===== config.mk =====
export PLATFORM = sky130hd
export DESIGN_NAME = mdr_load_ctrl
export DESIGN_NICKNAME = d
export VERILOG_FILES = /design/src/rtl/mdr_pkg.sv /design/src/rtl/mdr_load_ctrl.sv
export SDC_FILE = /design/constraint.sdc
export NUM_CORES = 1
export LEC_CHECK = 0
export BUFFER_PORTS_ARGS = -buffer_cell sky130_fd_sc_hd__buf_2
export CAP_MARGIN = 10
export CORE_MARGIN = 5
export CORE_UTILIZATION = 30
export DETAILED_ROUTE_END_ITERATION = 6
export PLACE_DENSITY_LB_ADDON = 0.15
export SLEW_MARGIN = 10
export SYNTH_ARGS = -nofsm -noshare
export SYNTH_HDL_FRONTEND = slang
export SYNTH_SLANG_ARGS = --single-unit

===== constraint.sdc =====
create_clock -name clk -period 1.7 [get_ports clk]
set_clock_uncertainty 0.1 [all_clocks]
set_input_delay 0.34 -clock clk [delete_from_list [all_inputs] [get_ports clk]]
set_output_delay 0.34 -clock clk [all_outputs]
set_load 0.01 [all_outputs]

===== src/rtl/mdr_pkg.sv =====
// -----------------------------------------------------------------------------
// mdr_pkg
//   Shared definitions for the memory-data-register load path.
//   - state_e          : load controller FSM states
//   - LS_* codes       : load-size encodings carried on LScontroler/ls_ctrl_out
//   - CNT_W            : width of the read-latency counter (READ_LATENCY <= 7)
//   - is_legal_aligned : size legality and address alignment check
// -----------------------------------------------------------------------------
package mdr_pkg;

  typedef enum logic [1:0] {
    ST_IDLE  = 2'b00,
    ST_ISSUE = 2'b01,
    ST_WAIT  = 2'b10,
    ST_DONE  = 2'b11
  } state_e;

  localparam logic [1:0] LS_WORD    = 2'b00;
  localparam logic [1:0] LS_HALF    = 2'b01;
  localparam logic [1:0] LS_BYTE    = 2'b10;
  localparam logic [1:0] LS_ILLEGAL = 2'b11;

  localparam int CNT_W = 3;

  // True when the size code is legal and the low address bits suit it:
  // words need a 4-byte boundary, halves a 2-byte boundary, bytes any address.
  function automatic logic is_legal_aligned(input logic [1:0] ls,
                                            input logic [1:0] addr_lo);
    logic ok;
    case (ls)
      LS_WORD: ok = (addr_lo == 2'b00);
      LS_HALF: ok = (addr_lo[0] == 1'b0);
      LS_BYTE: ok = 1'b1;
      default: ok = 1'b0;
    endcase
    return ok;
  endfunction

endpackage


===== src/rtl/mdr_load_ctrl.sv =====
// -----------------------------------------------------------------------------
// mdr_load_ctrl
//   Issues a single word-aligned memory read for each accepted load request
//   and captures the returned word into the memory data register (MDR).
//
//   Parameter
//     READ_LATENCY : cycles from the mem_re cycle to valid mem_rdata (1..7)
//   Ports
//     clk, reset_n : clock and synchronous active-low reset
//     rd_req       : load request, only looked at while idle
//     addr         : byte address of the load
//     LScontroler  : load size (00 word, 01 half, 10 byte, 11 illegal)
//     mem_re       : memory read enable, high only in ISSUE
//     mem_addr     : word-aligned memory address, held between accesses
//     mem_rdata    : memory read data
//     MDR_out      : captured memory word
//     ls_ctrl_out  : load size paired with MDR_out
//     busy         : high while in ISSUE or WAIT
//     done         : one-cycle pulse when MDR_out holds new data
//     misaligned   : one-cycle pulse when a request is rejected
// -----------------------------------------------------------------------------
module mdr_load_ctrl
  import mdr_pkg::*;
#(
  parameter int READ_LATENCY = 1
) (
  input  logic        clk,
  input  logic        reset_n,
  input  logic        rd_req,
  input  logic [31:0] addr,
  input  logic [1:0]  LScontroler,
  output logic        mem_re,
  output logic [31:0] mem_addr,
  input  logic [31:0] mem_rdata,
  output logic [31:0] MDR_out,
  output logic [1:0]  ls_ctrl_out,
  output logic        busy,
  output logic        done,
  output logic        misaligned
);

  state_e             state_q, state_d;
  logic [CNT_W-1:0]   cnt_q, cnt_d;
  logic [31:0]        mem_addr_q, mem_addr_d;
  logic [1:0]         ls_lat_q, ls_lat_d;       // size of the in-flight access
  logic [1:0]         ls_ctrl_out_q, ls_ctrl_out_d;
  logic [31:0]        mdr_q, mdr_d;
  logic               misaligned_q, misaligned_d;

  // NOTE: every variable gets its default before the case statement, so no
  // path leaves a value unassigned and no latch is inferred.
  always_comb begin
    state_d       = state_q;
    cnt_d         = cnt_q;
    mem_addr_d    = mem_addr_q;
    ls_lat_d      = ls_lat_q;
    ls_ctrl_out_d = ls_ctrl_out_q;
    mdr_d         = mdr_q;
    misaligned_d  = 1'b0;

    case (state_q)
      ST_IDLE: begin
        if (rd_req) begin
          if (is_legal_aligned(LScontroler, addr[1:0])) begin
            // The aligned address is latched now so it is already stable
            // in the ISSUE cycle and simply holds afterwards.
            mem_addr_d = {addr[31:2], 2'b00};
            ls_lat_d   = LScontroler;
            state_d    = ST_ISSUE;
          end else begin
            // Rejected: no access, MDR_out and ls_ctrl_out untouched.
            misaligned_d = 1'b1;
          end
        end
      end

      ST_ISSUE: begin
        cnt_d   = CNT_W'(READ_LATENCY);
        state_d = ST_WAIT;
      end

      ST_WAIT: begin
        cnt_d = cnt_q - CNT_W'(1);
        // cnt_q == 1 marks the cycle in which mem_rdata is valid; the <=
        // guard keeps the FSM from sticking if the counter were ever 0.
        if (cnt_q <= CNT_W'(1)) begin
          mdr_d         = mem_rdata;
          ls_ctrl_out_d = ls_lat_q;
          state_d       = ST_DONE;
        end
      end

      ST_DONE: begin
        state_d = ST_IDLE;
      end

      default: state_d = ST_IDLE;
    endcase
  end

  // NOTE: sequential state uses non-blocking assignments only, so every flop
  // samples the pre-edge value of every other flop. Reset is synchronous and
  // clears all state, overriding any transition in the same cycle.
  always_ff @(posedge clk) begin
    if (!reset_n) begin
      state_q       <= ST_IDLE;
      cnt_q         <= '0;
      mem_addr_q    <= '0;
      ls_lat_q      <= LS_WORD;
      ls_ctrl_out_q <= LS_WORD;
      mdr_q         <= '0;
      misaligned_q  <= 1'b0;
    end else begin
      state_q       <= state_d;
      cnt_q         <= cnt_d;
      mem_addr_q    <= mem_addr_d;
      ls_lat_q      <= ls_lat_d;
      ls_ctrl_out_q <= ls_ctrl_out_d;
      mdr_q         <= mdr_d;
      misaligned_q  <= misaligned_d;
    end
  end

  // Status outputs decode directly from the state register, which makes
  // busy/done mutually exclusive by construction; misaligned only fires in
  // IDLE, where neither of the others can be high.
  assign mem_re      = (state_q == ST_ISSUE);
  assign busy        = (state_q == ST_ISSUE) || (state_q == ST_WAIT);
  assign done        = (state_q == ST_DONE);
  assign misaligned  = misaligned_q;
  assign mem_addr    = mem_addr_q;
  assign MDR_out     = mdr_q;
  assign ls_ctrl_out = ls_ctrl_out_q;

endmodule

==> metrics.yaml, run 1 <==
floorplan:
  dieHeight_um: 109
  ios: 139
  die-area_mm2: 0.0119
  die_x_um: 109
  rows: 36
  core_area_mm2: 0.00968
  initial_core_util_pct: 30.4
sta:
  rsz0062_at_grt: "no"
  fmax_mhz: 625
  hold_viol: 0
  fin_hold_ws_ns: 0.130
  setup_tns_ns: 0
  slew_viol_final: 0
  fin_crit_sh_pct: 94.1
  setup_viol: 0
  setup_slack_ns: 0.0995
  period_needed_ns: 1.60
critical_path:
  crit_required_ns: 1.26
  endpoint_kind: "primary output"
  setup.worst_path.start_class: "flip-flop"
  critPathKind: "flip-flop to primary output"
  cp_num_buf_inv: 2
  max_stage_delay_ns: 0.35
  crit_fanout: 4
  slowest_stage: "dfxtp_2"
  path_cells: "inv_1, ha_4, buf_2"
  cp.arrival_ns: 1.16
  critPathTopFamily: "flip-flops"
synthesis:
  ys_ff_latch: 72
  synth_edf_count: 0
  yosys_warnings: 0
  synth-async-reset-ratio_pct: 0
  synth_seq_area_share_pct: 49.0
  syn_area_mm2: 0.00294
  synth-simple-area-share_pct: 19.8
  synth_compound_area_share_pct: 11.6
  synth-adder-area-share_pct: 2.55
  synth_mux_area_share_pct: 11.2
  synthFlopType: "dfxtp_1"
  synth_xor_area_share_pct: 0
  synth.avg_cell_area_um2: 8.81
  postSynthCellCount: 334
  synth_top_family_by_area: "simple AND/OR/NAND/NOR gates"
  synth.distinct_cells: 28
detailed_routing:
  via_per_inst: 4.22
  detail-route-antenna-nets: 0
  route.detailed.drc: 0
  initialDrtViolationCount: 90
  wire_per_inst_um: 12.3
  drt_pass1_iterations: 4
  num_vias: 2557
  routed_wl_mm: 7.45
placed_design:
  dpl_cell_area_mm2: 0.00378
  dp_hpwl_mm: 5.23
  dp_worst_setup_slack_ns: 0.131
  place_congestion: 0.697
  numPortBuffers: 136
  dp.cells: 589
global_route:
  track_usage_pct: 12.5
  gr-total-overflow: 0
  grt_pass1_vias: 2493
  grt_pass1_wl_mm: 11.7
  grt_max_degree: 79
  antenna_found_initial: 0
finish:
  n_antenna_cell: 0
  stdcell_count: 606
  area_delta_synth_final_pct: 39.3
  drive_above_1_share_pct: 36.4
  utilization_pct: 42.4
  final_nets: 544
  finish.instance_area_mm2: 0.00410
clock_tree:
  cts_tree: "yes"
  cts_buffers: 9
  cts-htree-levels: 3
  clk_pin_slew_ns: 0.08
  clock_sinks: 72
  insertion_delay_ns: 0.34
  clk_path_buf_depth: 2
  cts_root_buffer: "clkbuf_8"
pwr:
  cellLeakagePower_nw: 1.88
  p_per_area_mw_per_mm2: 1210
  peakVddDrop_uv: 420
  finalPower_mw: 4.94
job:
  cap_violations: 0
min_path:
  min_path_type: "input port to flip-flop"
run_status:
  status: "completed"
## metal layers
metal	vias up	GRT usage, %	wire (µm)
li1	1340	-	-
met1	1100	16.0	3350
met2	105	18.6	3140
met3	12	5.09	837
met4	0	5.23	123
met5	-	0	0
## synthesized netlist by cell type, drive strengths merged (2+ instances only)
master | count | area share, %
buf | 14 | 3.7
nor2 | 4 | 0.76
ha | 6 | 2.5
o21ai | 5 | 0.98
clkbuf | 10 | 1.3
a21boi | 34 | 8.7
dfxtp | 72 | 49
mux2i | 33 | 11
nor2b | 2 | 0.42
nand2 | 136 | 17
inv | 6 | 0.76
## worst paths after layout
| kind | start | to | slack (ns) | cells after the start |
|---|---|---|---|---|
| worst max-delay path | state_q[1] | busy | 0.1 | 3 |
| worst min-delay path | mem_rdata[13] | MDR_out[13] | 0.13 | 3 |
| worst max register to register | state_q[0] | MDR_out[31] | 0.13 | 7 |
| worst min register to register | MDR_out[27] | MDR_out[27] | 0.35 | 2 |
## flip-flops by register name, indices dropped and copies added (netlist names)
register / count
cnt_q: 3
misaligned: 1
ls_ctrl_out: 2
mem_addr: 30
MDR_out: 32
state_q: 2
ls_lat_q: 2
## area by class of cell
class	count	area [µm²]
inverter	6	22.5
timing repair buffer	147	843
fill	987	5580
clock buffer	10	138
clock inverter	5	129
tap	133	166
sequential	72	1440
multi-input combinational	233	1360
## what timing repair did
action	in CTS	in global routing
resized for setup	3	6
endpoints found under the setup margin	1	33
pin swaps	0	1
hold endpoints to repair	0	0
hold buffers	0	0
gates cloned	0	1
buffers inserted	0	1
## worst min-delay path, cell delays in order
cell      delay [ns]
buf_2           0.09
nand2_1         0.05
a21boi_1        0.05
## placed cells by master (no fill, tap or decap), drive strengths merged, types with 4 or more instances in the layout
| master | n |
|---|---|
| buf | 146 |
| nor2 | 4 |
| inv | 6 |
| nand2 | 136 |
| clkbuf | 11 |
| a21boi | 34 |
| ha | 6 |
| bufinv | 4 |
| dfxtp | 72 |
| o21ai | 5 |
| mux2i | 33 |
## report_power, final
group	switching (mW)	internal (mW)	total, mW
clock	0.641	1.16	1.80
sequential	0.0932	1.87	1.96
combinational	0.633	0.553	1.19
## cells by family after synthesis
family | Yosys count
AOI/OAI and AO/OA | 45
adders and majority gates | 6
buffers and inverters | 30
DFF | 72
muxes | 33
other | 1
and+or+nand+nor | 147
(Power assumes the default switching activity.)
==> run 2: changes to the inputs <==
--- a/config.mk
+++ b/config.mk
@@ -5,12 +5,13 @@
 export SDC_FILE = /design/constraint.sdc
 export NUM_CORES = 1
 export LEC_CHECK = 0
+export ABC_AREA = 1
 export BUFFER_PORTS_ARGS = -buffer_cell sky130_fd_sc_hd__buf_2
 export CAP_MARGIN = 10
 export CORE_MARGIN = 5
 export CORE_UTILIZATION = 30
 export DETAILED_ROUTE_END_ITERATION = 6
-export PLACE_DENSITY_LB_ADDON = 0.15
+export PLACE_DENSITY_LB_ADDON = 0.05
 export SLEW_MARGIN = 10
 export SYNTH_ARGS = -nofsm -noshare
 export SYNTH_HDL_FRONTEND = slang
==> metrics.yaml, run 2 <==
global_route:
  busiest_layer: "met2"
  track_usage_pct: 13.5  # +0.99 points
  antenna_found_initial: 0  # unchanged
  grt_use_met1_pct: 16.3  # +0.35 points
  grt_max_degree: 35  # -56%
  grt_use_met3_pct: 4.99  # -0.098 points
  grtUsageMet2_pct: 22.6  # +4.0 points
  gr-total-overflow: 0  # unchanged
  grt_pass1_vias: 2441  # -2.1%
  grt_pass1_wl_mm: 12.1  # +3.7%
clock_tree:
  cts-htree-levels: 3  # unchanged
  cts_buffers: 9  # unchanged
  clk_path_buf_depth: 2  # unchanged
  cts_tree: "yes"
  cts_root_buffer: "clkbuf_8"
  clock_sinks: 72  # unchanged
  insertion_delay_ns: 0.33  # about the same
  clk_pin_slew_ns: 0.08  # about the same
detailed_routing:
  via_per_inst: 4.34  # +2.9%
  detail-route-antenna-nets: 0  # unchanged
  drt_pass1_iterations: 4  # unchanged
  wire_per_inst_um: 12.5  # +1.9%
  num_vias: 2567  # +0.39%
  routed_wl_mm: 7.40  # -0.64%
  route.detailed.drc: 0  # unchanged
  initialDrtViolationCount: 43  # -52%
floorplan:
  ios: 139  # unchanged
  rows: 34  # -5.6%
  dieHeight_um: 105  # -3.9%
  die_x_um: 105  # -3.9%
  core_area_mm2: 0.00876  # -9.5%
  initial_core_util_pct: 30.8  # +0.38 points
  die-area_mm2: 0.0110  # -7.6%
critical_path:
  critPathKind: "flip-flop to primary output"
  cp.arrival_ns: 1.16  # about the same
  slowest_stage: "dfxtp_2"
  endpoint_kind: "primary output"
  crit_fanout: 3  # -1
  max_stage_delay_ns: 0.34  # about the same
  path_cells: "inv_1, ha_4, buf_2"
  crit_required_ns: 1.26  # about the same
  setup.worst_path.start_class: "flip-flop"
sta:
  fin_hold_ws_ns: 0.137  # +0.00701 ns
  setup_viol: 0  # unchanged
  rsz0062_at_grt: "no"
  setup_tns_ns: 0  # unchanged
  fmax_mhz: 624  # -0.17%
  slew_viol_final: 0  # unchanged
  hold_viol: 0  # unchanged
  setup_slack_ns: 0.0969  # -0.00267 ns
  fin_crit_sh_pct: 94.3  # +0.16 points
  period_needed_ns: 1.60  # +0.00267 ns
placed_design:
  dp_hpwl_mm: 5.40  # +3.2%
  dp_worst_setup_slack_ns: 0.167  # +0.0353 ns
  numPortBuffers: 136  # unchanged
  place_congestion: 0.724  # +4.0%
  dpl_cell_area_mm2: 0.00345  # -8.6%
finish:
  area_delta_synth_final_pct: 36.7
  largest_reg_flops: 32  # unchanged
  final_common_cell: "buf_2"
  multi_input_area_mm2: 0.00108  # -20%
  finish.instance_area_mm2: 0.00369  # -10%
  drive_above_1_share_pct: 34.8  # -1.6 points
  nFillCells: 933  # -5.5%
  final_nets: 554  # +1.8%
  utilization_pct: 42.1  # -0.28 points
  regArea_mm2: 0.00144  # about the same
  n_antenna_cell: 0  # unchanged
  layout_common_cells: "buf_2, nor2_1, dfxtp_1"
synthesis:
  synth.avg_cell_area_um2: 7.86  # -11%
  synth_top_cell_area_share_pct: 53.4  # +4.5 points
  ys_ff_latch: 72  # unchanged
  syn_area_mm2: 0.00270  # -8.4%
  synth_edf_count: 0  # unchanged
  postSynthCellCount: 343  # +2.7%
  synth.most_common_cell: "nor2_1"
  yosys-top-cells-area: "dfxtp_1, nor2_1, o21ai_1"
  synth_top_area_cell: "dfxtp_1"
  synth_seq_area_share_pct: 53.4  # +4.5 points
  synth-async-reset-ratio_pct: 0  # unchanged
  synth.distinct_cells: 21  # -25%
  ys_top_cells_by_count: "nor2_1, dfxtp_1, o21ai_1"
  yosys_warnings: 0  # unchanged
  synthFlopType: "dfxtp_1"
min_path:
  min_path_type: "input port to flip-flop"
pwr:
  cellLeakagePower_nw: 1.81  # -3.6%
  p_per_area_mw_per_mm2: 1680  # +39%
  peakVddDrop_uv: 862  # +110%
run_status:
  status: "completed"
job:
  cap_violations: 0  # unchanged
-- run 2: cell types whose count changed after synthesis, sizes merged, moves of 2 or more --
cell / before / now
inv: 6 / 13
nor2: 4 / 135
nor2b: 2 / 0
nor3: 0 / 2
nand2: 136 / 16
a21boi: 34 / 0
mux2i: 33 / 0
nand3: 0 / 3
o21ai: 5 / 68
a21oi: 1 / 3
clkbuf: 10 / 6
-- run 2: cell families after synthesis --
kind of cell               after synthesis  synth area share [%]
adders and majority gates                6                  2.78
AOI/OAI and AO/OA                       73                  13.7
and+or+nand+nor                        157                  22.9
other                                    1                 0.139
DFF                                     72                  53.4
buffers and inverters                   34                  7.05
-- run 2: worst paths after layout --
check,slack (ns),end,start,depth (start not counted)
setup reg to reg,0.15,MDR_out[4],state_q[0],6
hold / removal,0.14,mem_addr[10],addr[10],3
setup / recovery,0.1,busy,state_q[0],3
hold reg to reg,0.38,MDR_out[30],MDR_out[30],2
-- run 2: area by class of cell --
class                   count  area share [%]
flip-flops and latches     72            39.1
multi-input cells         238            29.4
repair buffers            145            20.6
well taps                 108            3.66
clock buffers              10            3.46
clock inverters             5            2.24
inverters                  13            1.53
-- run 2: report_power, final --
| group | switching (mW) | internal (mW) |
|---|---|---|
| Sequential | 0.224 | 2.17 |
| Combinational | 1.41 | 0.940 |
| Clock | 0.613 | 0.822 |
| Total | 2.25 | 3.93 |
-- run 2: through the flow --
step	instances	power [mW]
after floorplan	344	3.97
after global placement	575	4.73
after detailed placement	575	4.76
after CTS	591	6.29
after global routing	591	6.73
final	591	6.18
-- run 2: worst max-delay path, delay by kind of cell (launching register included) --
family / cells / cell delay (ns)
adders and majority gates: 1 / 0.28
buffers and inverters: 2 / 0.21
DFF: 1 / 0.34
-- run 2: timing repair --
action / in CTS / in global routing
gates resized for setup: 3 / 2
cloned: 0 / 0
hold buffers: 0 / 0
setup endpoints to repair: 1 / 2
pin swaps: 1 / 0
buffers inserted: 1 / 0
-- run 2: metal layers --
layer	part of all wire (%)	vias to the layer above	routed length, µm
met2	48	74	3550
met3	6.5	6	480
met5	0	-	0
li1	-	1367	-
met4	0.88	0	65
met1	45	1120	3300
